## src/rtl/pipeline_controller_pkg.sv

```systemverilog
// Shared types for the RV32I pipeline controller:
// opcodes, controller FSM states and stage-register enables.
package pipeline_controller_pkg;

  typedef enum logic [6:0] {
    op_lui   = 7'b0110111,
    op_auipc = 7'b0010111,
    op_jal   = 7'b1101111,
    op_jalr  = 7'b1100111,
    op_br    = 7'b1100011,
    op_load  = 7'b0000011,
    op_store = 7'b0100011,
    op_imm   = 7'b0010011,
    op_reg   = 7'b0110011,
    op_csr   = 7'b1110011
  } rv32i_opcode;

  typedef enum logic [1:0] {
    RUN,
    WAIT_BOTH,
    WAIT_I,
    WAIT_D
  } ctrl_state_t;

  typedef struct packed {
    logic ld_pc;
    logic ld_if_id;
    logic ld_id_ex;
    logic ld_ex_mem;
    logic ld_mem_wb;
    logic fl_if_id;
    logic fl_id_ex;
  } pipe_ctrl_t;

endpackage

```

## src/rtl/pipeline_controller_if.sv

```systemverilog
// Hazard, cache-handshake and enable bundle between
// the pipeline datapath and the stall/flush controller.
interface pipeline_controller_if
  import pipeline_controller_pkg::*;
#(
  parameter int CNT_W = 32
);
  logic [4:0]       id_rs1;
  logic [4:0]       id_rs2;
  logic             id_uses_rs1;
  logic             id_uses_rs2;
  rv32i_opcode      ex_opcode;
  logic [4:0]       ex_rd;
  logic             br_taken;
  logic             icache_read;
  logic             icache_resp;
  logic             dcache_req;
  logic             dcache_resp;
  logic             load_pc;
  logic             load_if_id;
  logic             load_id_ex;
  logic             load_ex_mem;
  logic             load_mem_wb;
  logic             flush_if_id;
  logic             flush_id_ex;
  logic             i_resp_held;
  logic             d_resp_held;
  logic [CNT_W-1:0] stall_cnt;
  logic [CNT_W-1:0] bubble_cnt;
  logic [CNT_W-1:0] redirect_cnt;

  modport master (
    output id_rs1, id_rs2, id_uses_rs1, id_uses_rs2,
    output ex_opcode, ex_rd, br_taken,
    output icache_read, icache_resp,
    output dcache_req, dcache_resp,
    input  load_pc, load_if_id, load_id_ex,
    input  load_ex_mem, load_mem_wb,
    input  flush_if_id, flush_id_ex,
    input  i_resp_held, d_resp_held,
    input  stall_cnt, bubble_cnt, redirect_cnt
  );

  modport slave (
    input  id_rs1, id_rs2, id_uses_rs1, id_uses_rs2,
    input  ex_opcode, ex_rd, br_taken,
    input  icache_read, icache_resp,
    input  dcache_req, dcache_resp,
    output load_pc, load_if_id, load_id_ex,
    output load_ex_mem, load_mem_wb,
    output flush_if_id, flush_id_ex,
    output i_resp_held, d_resp_held,
    output stall_cnt, bubble_cnt, redirect_cnt
  );
endinterface

```

## src/rtl/pipeline_controller_perf_counter.sv

```systemverilog
// Enable-gated wrapping event counter used for
// the controller performance statistics.
module perf_counter #(
  parameter int CNT_W = 32
) (
  input  logic             clk,
  input  logic             rst,
  input  logic             en,
  output logic [CNT_W-1:0] count
);

  always_ff @(posedge clk or posedge rst) begin
    if (rst)
      count <= '0;
    else if (en)
      count <= count + 1'b1;
  end

endmodule

```

## src/rtl/pipeline_controller.sv

```systemverilog
// Stall/flush sequencer: freezes the pipe on cache misses,
// inserts load-use bubbles and flushes on EX redirects.
module pipeline_controller
  import pipeline_controller_pkg::*;
#(
  parameter int CNT_W = 32
) (
  input logic            clk,
  input logic            rst,
  pipeline_controller_if.slave bus
);

  ctrl_state_t state;
  ctrl_state_t nxt;
  logic        i_seen;
  logic        d_seen;
  logic        i_miss;
  logic        d_miss;
  logic        i_rsp;
  logic        d_rsp;
  logic        freeze;
  logic        load_use;
  logic        rs1_hit;
  logic        rs2_hit;
  pipe_ctrl_t  ctrl;

  assign i_rsp  = bus.icache_resp;
  assign d_rsp  = bus.dcache_resp;
  assign i_miss = bus.icache_read & ~i_rsp;
  assign d_miss = bus.dcache_req & ~d_rsp;

  always_ff @(posedge clk or posedge rst) begin
    if (rst)
      state <= RUN;
    else
      state <= nxt;
  end

  always_comb begin
    nxt = state;
    unique case (state)
      RUN: begin
        if (i_miss && d_miss)
          nxt = WAIT_BOTH;
        else if (i_miss)
          nxt = WAIT_I;
        else if (d_miss)
          nxt = WAIT_D;
      end
      WAIT_BOTH: begin
        if (i_rsp && d_rsp)
          nxt = RUN;
        else if (i_rsp)
          nxt = WAIT_D;
        else if (d_rsp)
          nxt = WAIT_I;
      end
      WAIT_I: if (i_rsp) nxt = RUN;
      WAIT_D: if (d_rsp) nxt = RUN;
      default: nxt = RUN;
    endcase
  end

  // A half-served dual miss keeps the early response marked as
  // captured until the whole pipe is released.
  always_ff @(posedge clk or posedge rst) begin
    if (rst) begin
      i_seen <= 1'b0;
      d_seen <= 1'b0;
    end else if (nxt == RUN) begin
      i_seen <= 1'b0;
      d_seen <= 1'b0;
    end else if (state == WAIT_BOTH) begin
      if (i_rsp) i_seen <= 1'b1;
      if (d_rsp) d_seen <= 1'b1;
    end
  end

  assign freeze  = (nxt != RUN);
  assign rs1_hit = bus.id_uses_rs1 && (bus.id_rs1 == bus.ex_rd);
  assign rs2_hit = bus.id_uses_rs2 && (bus.id_rs2 == bus.ex_rd);
  assign load_use = (bus.ex_opcode == op_load) &&
                    (bus.ex_rd != 5'd0) &&
                    (rs1_hit || rs2_hit);

  always_comb begin
    ctrl = '0;
    if (!rst && !freeze) begin
      if (bus.br_taken) begin
        ctrl = '1;
      end else if (load_use) begin
        ctrl.ld_id_ex  = 1'b1;
        ctrl.fl_id_ex  = 1'b1;
        ctrl.ld_ex_mem = 1'b1;
        ctrl.ld_mem_wb = 1'b1;
      end else begin
        ctrl.ld_pc     = 1'b1;
        ctrl.ld_if_id  = 1'b1;
        ctrl.ld_id_ex  = 1'b1;
        ctrl.ld_ex_mem = 1'b1;
        ctrl.ld_mem_wb = 1'b1;
      end
    end
  end

  assign bus.load_pc     = ctrl.ld_pc;
  assign bus.load_if_id  = ctrl.ld_if_id;
  assign bus.load_id_ex  = ctrl.ld_id_ex;
  assign bus.load_ex_mem = ctrl.ld_ex_mem;
  assign bus.load_mem_wb = ctrl.ld_mem_wb;
  assign bus.flush_if_id = ctrl.fl_if_id;
  assign bus.flush_id_ex = ctrl.fl_id_ex;
  assign bus.i_resp_held = i_seen;
  assign bus.d_resp_held = d_seen;

  perf_counter #(.CNT_W(CNT_W)) u_stall (
    .clk   (clk),
    .rst   (rst),
    .en    (freeze),
    .count (bus.stall_cnt)
  );

  perf_counter #(.CNT_W(CNT_W)) u_bubble (
    .clk   (clk),
    .rst   (rst),
    .en    (!freeze && !bus.br_taken && load_use),
    .count (bus.bubble_cnt)
  );

  perf_counter #(.CNT_W(CNT_W)) u_redirect (
    .clk   (clk),
    .rst   (rst),
    .en    (!freeze && bus.br_taken),
    .count (bus.redirect_cnt)
  );

endmodule

```

## src/flat_wrapper.sv

```systemverilog
// flat-port wrapper written by rule: the top's interface ports become plain ports
module pipeline_controller_flat import pipeline_controller_pkg::*;
#(
  parameter int CNT_W = 32
)
  (clk, rst, bus_id_rs1, bus_id_rs2, bus_id_uses_rs1, bus_id_uses_rs2, bus_ex_opcode, bus_ex_rd, bus_br_taken, bus_icache_read, bus_icache_resp, bus_dcache_req, bus_dcache_resp, bus_load_pc, bus_load_if_id, bus_load_id_ex, bus_load_ex_mem, bus_load_mem_wb, bus_flush_if_id, bus_flush_id_ex, bus_i_resp_held, bus_d_resp_held, bus_stall_cnt, bus_bubble_cnt, bus_redirect_cnt);
  pipeline_controller_if #(.CNT_W(CNT_W)) bus_i ();
  input logic clk;
  input logic rst;
  input wire logic [$bits(bus_i.id_rs1)-1:0] bus_id_rs1;
  input wire logic [$bits(bus_i.id_rs2)-1:0] bus_id_rs2;
  input wire logic [$bits(bus_i.id_uses_rs1)-1:0] bus_id_uses_rs1;
  input wire logic [$bits(bus_i.id_uses_rs2)-1:0] bus_id_uses_rs2;
  input wire logic [$bits(bus_i.ex_opcode)-1:0] bus_ex_opcode;
  input wire logic [$bits(bus_i.ex_rd)-1:0] bus_ex_rd;
  input wire logic [$bits(bus_i.br_taken)-1:0] bus_br_taken;
  input wire logic [$bits(bus_i.icache_read)-1:0] bus_icache_read;
  input wire logic [$bits(bus_i.icache_resp)-1:0] bus_icache_resp;
  input wire logic [$bits(bus_i.dcache_req)-1:0] bus_dcache_req;
  input wire logic [$bits(bus_i.dcache_resp)-1:0] bus_dcache_resp;
  output wire logic [$bits(bus_i.load_pc)-1:0] bus_load_pc;
  output wire logic [$bits(bus_i.load_if_id)-1:0] bus_load_if_id;
  output wire logic [$bits(bus_i.load_id_ex)-1:0] bus_load_id_ex;
  output wire logic [$bits(bus_i.load_ex_mem)-1:0] bus_load_ex_mem;
  output wire logic [$bits(bus_i.load_mem_wb)-1:0] bus_load_mem_wb;
  output wire logic [$bits(bus_i.flush_if_id)-1:0] bus_flush_if_id;
  output wire logic [$bits(bus_i.flush_id_ex)-1:0] bus_flush_id_ex;
  output wire logic [$bits(bus_i.i_resp_held)-1:0] bus_i_resp_held;
  output wire logic [$bits(bus_i.d_resp_held)-1:0] bus_d_resp_held;
  output wire logic [$bits(bus_i.stall_cnt)-1:0] bus_stall_cnt;
  output wire logic [$bits(bus_i.bubble_cnt)-1:0] bus_bubble_cnt;
  output wire logic [$bits(bus_i.redirect_cnt)-1:0] bus_redirect_cnt;
  assign bus_i.id_rs1 = bus_id_rs1;
  assign bus_i.id_rs2 = bus_id_rs2;
  assign bus_i.id_uses_rs1 = bus_id_uses_rs1;
  assign bus_i.id_uses_rs2 = bus_id_uses_rs2;
  assign bus_i.ex_opcode = bus_ex_opcode;
  assign bus_i.ex_rd = bus_ex_rd;
  assign bus_i.br_taken = bus_br_taken;
  assign bus_i.icache_read = bus_icache_read;
  assign bus_i.icache_resp = bus_icache_resp;
  assign bus_i.dcache_req = bus_dcache_req;
  assign bus_i.dcache_resp = bus_dcache_resp;
  assign bus_load_pc = bus_i.load_pc;
  assign bus_load_if_id = bus_i.load_if_id;
  assign bus_load_id_ex = bus_i.load_id_ex;
  assign bus_load_ex_mem = bus_i.load_ex_mem;
  assign bus_load_mem_wb = bus_i.load_mem_wb;
  assign bus_flush_if_id = bus_i.flush_if_id;
  assign bus_flush_id_ex = bus_i.flush_id_ex;
  assign bus_i_resp_held = bus_i.i_resp_held;
  assign bus_d_resp_held = bus_i.d_resp_held;
  assign bus_stall_cnt = bus_i.stall_cnt;
  assign bus_bubble_cnt = bus_i.bubble_cnt;
  assign bus_redirect_cnt = bus_i.redirect_cnt;
  pipeline_controller #(.CNT_W(CNT_W)) u_core (.clk(clk), .rst(rst), .bus(bus_i));
endmodule
```

## config.mk

```make
export PLATFORM = sky130hd
export DESIGN_NAME = pipeline_controller_flat
export DESIGN_NICKNAME = d
export VERILOG_FILES = /design/src/rtl/pipeline_controller_pkg.sv /design/src/rtl/pipeline_controller_if.sv /design/src/rtl/pipeline_controller_perf_counter.sv /design/src/rtl/pipeline_controller.sv /design/src/flat_wrapper.sv
export SDC_FILE = /design/constraint.sdc
export NUM_CORES = 1
export LEC_CHECK = 0
export BUFFER_PORTS_ARGS = -buffer_cell sky130_fd_sc_hd__buf_2
export CORE_MARGIN = 2
export CORE_UTILIZATION = 25
export DETAILED_ROUTE_END_ITERATION = 7
export PLACE_DENSITY = 0.51
export SYNTH_ARGS = -nofsm -noshare
export SYNTH_HDL_FRONTEND = slang
export SYNTH_SLANG_ARGS = --single-unit
```

## constraint.sdc

```tcl
create_clock -name clk -period 4.9 [get_ports clk]
set_clock_uncertainty 0.15 [all_clocks]
set_input_delay 0.98 -clock clk [delete_from_list [all_inputs] [get_ports clk]]
set_output_delay 0.98 -clock clk [all_outputs]
set_load 0.1 [all_outputs]
```

==> metrics, run 1 <==
worst-path cell chain buf_2, or4b_4, a211oi_1, a21oi_1, nor3_2, buf_2; RSZ-0062 raised after global routing false; Setup Fix Bufs, Post-CTS 0; Ant. Diodes 0; Clk pin slew, worst setup/hold paths roughly 0.070 ns; overall global routing resource usage 0.124; register bit total from synthesis 100; flip-flop and latch area 2500 um2; setup_tns 0 ns; max-slew violations 0; first-pass GRT wire length a little over 20 mm; outcome complete, no violations; DP Wirelength a little over 9 mm; crit-path max cell delay about 0.53 ns; average cell area after synthesis roughly 10 um2; synth top area cells dfrtp_1 51%, xnor2_1 13%, nand4_1 5.3%; standard-cell rows 51; core area 19400 um2; Syn. warnings 0; Layout area overhead 26.1%; fillcell total a little over 2000; CTS H-tree depth 3; Layout Cells excl Fill 878; ANT nets after route 0; vias in the first global route approximately 4000; maxcap violations 0; Clock Path Buffers 2; async set or reset register ratio after synthesis 1.00; Die Span X roughly 140 um; GR Util met1 0.159; Worst Path Required roughly 3.8 ns; met2 usage 0.198; Final nets 642; IO Pins about 140; Worst Hold Class reg2reg; met3 usage 0.0331; Int Pwr between 1000 and 1500 uW; PD cells roughly 390 nW/um2; # port buffers about 140; Slew @ Worst Pin 0.903 ns; clock share of power 0.315; top_reg_cell synth dfrtp_1; Leak Pwr just over 0.003 uW; area of the multi-input gates between 2000 and 2500 um2; crit-path most repeated cell buf_2; post-CTS sizing 0; post-synthesis cell area a little under 5000 um2; Worst Setup End Kind output pin; Max Fanout on Critical Path 2; total power approximately 2400 uW; layout cells sized above 1 0.274; relative slew slack 0.393; Synth area leader dfrtp_1; Sw Share 0.417; Die Area around 21000 um2; Placed Instances about 860; pre-CTS setup slack between 0.8 and 0.9 ns; Avg WL per Cell 14.6 um; fin crit period slightly above 4 ns; Final Hold Viols 0; top cell type's share of synthesized area 0.508; Max VDD drop approximately 0.00019 V; via total after detailed routing 3995; clk_lat worst skew 0.35 ns; Post-synth EDFFs 0; root buffer cell clkbuf_16; Final Cycle Share 0.825; crit path buf inv count 2; global routing's busiest layer met2; Die H between 100 and 150 um; final worst slack approximately 0.86 ns; post-synth net total roughly 500; Cell variety after synth 43; Flop pwr share 0.398; Finish-stage setup viols 0; CTS Sinks 100; Iteration-0 DRC Markers around 170; Total Wirelength ~13 mm; drt drc 0; CTS Hold Bufs 0; Final Wtd Congestion about 0.82; Net Switching roughly 1000 uW; slowest stage cell, crit path or4b_4; Inserted Clock Buffers 9; CTS tree yes; post-synthesis sequential area ratio 0.508; Starting Density 0.254; crit path launch bus_ex_opcode[5]; Comb power frac 0.287; DRT Pass-1 Iters 5; crit path kind in2out; f_max 0.247 GHz; initial antenna violation count 0; Vias/cell 4.55; CP startpoint kind primary input; total grt overflow 0; critical path data arrival time 2.91 ns; post-synthesis instance total roughly 470; RR Startpoint u_core.u_redirect.count[4]; worst hold start u_core.u_bubble.count[31]; Worst path top cell family by delay simple AND/OR/NAND/NOR gates; largest net degree at the start of global routing 72
worst paths after layout:
path	to	slack, ns	cells past startpoint
max	bus_flush_id_ex	0.86	6
min	u_core.u_bubble.count[31]	0.31	1
max reg2reg	u_core.u_redirect.count[29]	2.34	5
min reg2reg	u_core.u_bubble.count[31]	0.31	1
max in group asynchronous	u_core.u_stall.count[25]	2.94	3
min in group asynchronous	u_core.u_redirect.count[5]	0.73	2
flip-flops by register name, indices dropped and copies added (netlist names):
signal / cells
u_core.bus.i_resp_held: 1
u_core.u_stall.count: 32
u_core.u_bubble.count: 32
u_core.bus.d_resp_held: 1
u_core.state: 2
u_core.u_redirect.count: 32
kinds of logic (layout without fill, tap and decap cells):
kind of cell | count (synthesis) | after routing | synth area share
AO/OA/AOI/OAI | 18 | 18 | 0.0262
XOR/XNOR | 103 | 103 | 0.183
adder cells (fa/ha/maj) | 3 | 3 | 0.00762
buffers and inverters | 31 | 171 | 0.0315
flip-flops | 100 | 100 | 0.508
multiplexers | 2 | 2 | 0.00457
AND/OR/NAND/NOR | 216 | 216 | 0.239
power by group through the flow:
stage | clock (uW) | sequential [uW] | combinational [uW]
2_1_floorplan | 0 | 1340 | 196
3_3_place_gp | 0 | 972 | 696
3_5_place_dp | 0 | 976 | 699
4_1_cts | 789 | 961 | 701
5_1_grt | 825 | 970 | 732
6_report | 759 | 961 | 693
final cells by class:
type,instances,share of cell area
clock inverters,7,0.0149
flip-flops and latches,100,0.403
multi-input cells,342,0.368
clock buffers,9,0.0363
well taps,265,0.0534
repair buffers,140,0.115
inverters,15,0.00947
cells in the mapped netlist (7+ instances only):
library cell	n
and3_1	20
xnor2_1	74
nand3_1	33
inv_1	14
nor2_1	27
nor3_1	30
nand2_1	32
xor2_1	29
a21oi_1	7
nand4_1	42
dfrtp_1	100
nor4_1	7
metrics by stage:
stage                     cell area, um2  hold slack (ns)   util
after floorplan                     4930            0.440      -
after detailed placement            5890            0.306  0.304
final                               6210            0.311  0.320
after global placement              5890            0.308  0.304
after global routing                6210            0.342  0.320
after CTS                           6210            0.320  0.320
worst register-to-register path: stages, from the launching register on:
cell and delay, ns:
dfrtp_1 0.46, nand4_1 0.21, or4_1 0.72, nand2b_1 0.40, nor4_1 0.37, xor2_1 0.17
routing by layer:
| metal | routed length [um] | share of wire |
|---|---|---|
| met5 | 0 | 0 |
| met4 | 262 | 0.020 |
| met3 | 806 | 0.063 |
| met2 | 5970 | 0.47 |
| met1 | 5790 | 0.45 |
cells in the final DEF (no fill, tap or decap), drive strengths merged, types with 2 or more instances in the layout:
master,count
buf,140
dfrtp,100
xnor2,74
nand4,42
nand3,33
nand2,32
nor3,30
xor2,29
nor2,27
and3,20
inv,18
clkbuf,9
nor4,8
a21oi,7
and2,6
and4,4
nor4b,3
ha,3
clkinv,3
or4,2
nor3b,2
a211oi,2
mux2,2
Note: power is estimated with default switching activity, not from simulation.
==> run 2: changes to the inputs <==
Settings changed: ABC_AREA set to 1, PLACE_DENSITY 0.51 to 0.5.
Clock period 4.9 ns to 4.1 ns, I/O delays scaled along.
==> metrics, run 2 <==
Inserted Clock Buffers 9 (unchanged); initial antenna violation count 2 (+2); Die Area 27900 um2 (+34%); most frequent cells in the layout 454 x nand2_1, 133 x nor2_1, 131 x buf_2; Synth area leader dfrtp_1; RR Startpoint u_core.state[0]; core area 26100 um2 (+34%); Avg WL per Cell 13.4 um (-8.5%); commonest cells in the netlist 454 x nand2_1, 133 x nor2_1, 100 x dfrtp_1; Worst Hold Class reg2reg; Final Hold Viols 0 (unchanged); outcome complete, no violations; post-synthesis cell area 6650 um2 (+35%); CTS Sinks 100 (unchanged); standard-cell rows 59 (+16%); Vias/cell 4.44 (-2.5%); pre-CTS setup slack 0.708 ns (-0.150 ns); Layout Utilization 0.308 (-0.0119); register bit total from synthesis 100 (unchanged); ANT nets after route 0 (unchanged); fin crit period ~3.4 ns; average cell area after synthesis 6.51 um2 (-37%); Syn. warnings 0 (unchanged); Worst Setup End Kind output pin; overall global routing resource usage 0.145 (+0.0214); post-synthesis sequential area ratio 0.377 (-0.132); via total after detailed routing 6609 (+65%); flop-to-flop setup slack 1.59 ns (-0.75 ns); max-slew violations 0 (unchanged); count leader, synth nand2_1; Setup Fix Bufs, Post-CTS 0 (unchanged); Clock Path Buffers 2 (unchanged); first-pass GRT wire length 33.0 mm (+62%); CTS Hold Bufs 0 (unchanged); final hold slack 0.353 ns (+0.0416 ns); worst flop-to-flop path endpoint u_core.u_bubble.count[22]; Iteration-0 DRC Markers 506 (+200%); IO Pins 136 (unchanged); Post-synth EDFFs 0 (unchanged); Worst Path Required 3.13 ns (-0.64 ns); Final Wtd Congestion 0.863 (+5.6%); post-synth net total 1055 (+110%); post-synthesis instance total 1021 (+120%); crit path to bus_flush_if_id; Layout area overhead 20.9%; critical path data arrival time 2.40 ns (-0.51 ns); Total Wirelength 19.9 mm (+55%); simple logic cell fraction of the synthesized area 0.427 (+0.188); crit path launch bus_dcache_resp; post-synthesis mux area share 0 (-0.00457); Max VDD drop 0.000573 V (+200%); PD cells 474 nW/um2 (+22%); RSZ-0062 raised after global routing false; Reg2Reg Depth 7 (+2); largest net degree at the start of global routing 69 (-4.2%); post-CTS sizing 0 (unchanged); top_reg_cell synth dfrtp_1; Die Span X 167 um (+16%); worst hold start u_core.bus.d_resp_held; f_max ~0.30 GHz; Final nets 1183 (+84%); maxcap violations 0 (unchanged); relative slew slack 0.509 (+0.116); Synth Area in Compound Gates 0.0503 (+0.0241); CTS tree yes; final worst slack 0.725 ns (-0.133 ns); async set or reset register ratio after synthesis 1.00 (unchanged); # port buffers 135 (unchanged); setup_tns 0 ns (unchanged); Final Cycle Share 0.823; drt drc 0 (unchanged); Synth Area in XOR/XNOR 0.0646 (-0.119); Starting Density 0.255 (+0.00114); area share of fa/ha/maj cells after synthesis 0.00565 (-0.00197); Slew @ Worst Pin 0.735 ns (-0.168 ns); clk_lat worst skew 0.35 ns (about the same); layout cells sized above 1 0.147 (-0.127); crit path kind in2out; synth top area cells dfrtp_1 38%, nand2_1 26%, nor2_1 7.5%; CTS H-tree depth 3 (unchanged); Cell variety after synth 29 (-33%); CP startpoint kind primary input; total grt overflow 0 (unchanged); Finish-stage setup viols 0 (unchanged); top cell type's share of synthesized area 0.377 (-0.132); root buffer cell clkbuf_16; vias in the first global route 6246 (+57%); Leak Pwr 0.00406 uW (+33%); main combinational cell family by area after synthesis simple AND/OR/NAND/NOR gates; most common cell after layout, fill and taps aside nand2_1; Max Fanout on Critical Path 18 (+16); Die H 167 um (+16%); top flop regs u_core.u_bubble.count: 32 flops, u_core.u_redirect.count: 32 flops, u_core.u_stall.count: 32 flops; Clk pin slew, worst setup/hold paths 0.07 ns (about the same); DRT Pass-1 Iters 5 (unchanged); DP Wirelength 15.1 mm (+62%)
-- run 2: cells by family (layout without fill, tap and decap cells) --
family          after synthesis  after routing
simple gates                687            687
flops                       100            100
xor+xnor                     49             49
compound gates               64             64
fa+ha+maj                     3              3
buf+inv                     118            251
other cells                   0              1
-- run 2: layout make-up --
cell class,count,area (um2)
well taps,335,419
fillers,2890,18000
clock buffers,11,243
clock inverters,5,83.8
repair buffers,139,778
diodes,1,2.50
flip-flops and latches,100,2500
inverters,96,363
multi-input cells,803,3640
-- run 2: how the worst min path moves through the flow --
stage	to	depth (start not counted)
after floorplan	u_core.bus.i_resp_held	4
after global placement	u_core.bus.d_resp_held	2
after detailed placement	u_core.bus.d_resp_held	2
after CTS	u_core.bus.d_resp_held	2
after global routing	u_core.bus.d_resp_held	2
final	u_core.bus.d_resp_held	2
-- run 2: routing by layer --
metal / track usage / up-vias / wire length, um
met5: 0 / - / 13
met4: 0.0412 / 2 / 229
met3: 0.0238 / 15 / 1070
met2: 0.233 / 148 / 8920
met1: 0.203 / 3030 / 9680
li1: - / 3414 / -
-- run 2: worst max-delay path: stages --
cell	delay, ns
buf_2	0.12
nand2_1	0.14
nor2_1	0.10
a21oi_4	0.19
nand3_4	0.12
inv_2	0.23
nand2_2	0.07
buf_4	0.22
nor2_1	0.19
buf_12	0.20
-- run 2: per-stage QoR --
step | power [uW] | instances | cell area, um2
after global placement | 2870 | 1473 | 7700
after CTS | 3860 | 1489 | 8030
after floorplan | 2570 | 1021 | 6650
after global routing | 4000 | 1489 | 8030
final | 3810 | 1490 | 8030
after detailed placement | 2880 | 1473 | 7700
-- run 2: where the power goes --
group | switching [uW] | leakage [uW] | internal, uW
Clock | 406 | 0.000152 | 555
Sequential | 160 | 0.00135 | 1100
Combinational | 1330 | 0.00255 | 257
Total | 1890 | 0.00406 | 1920
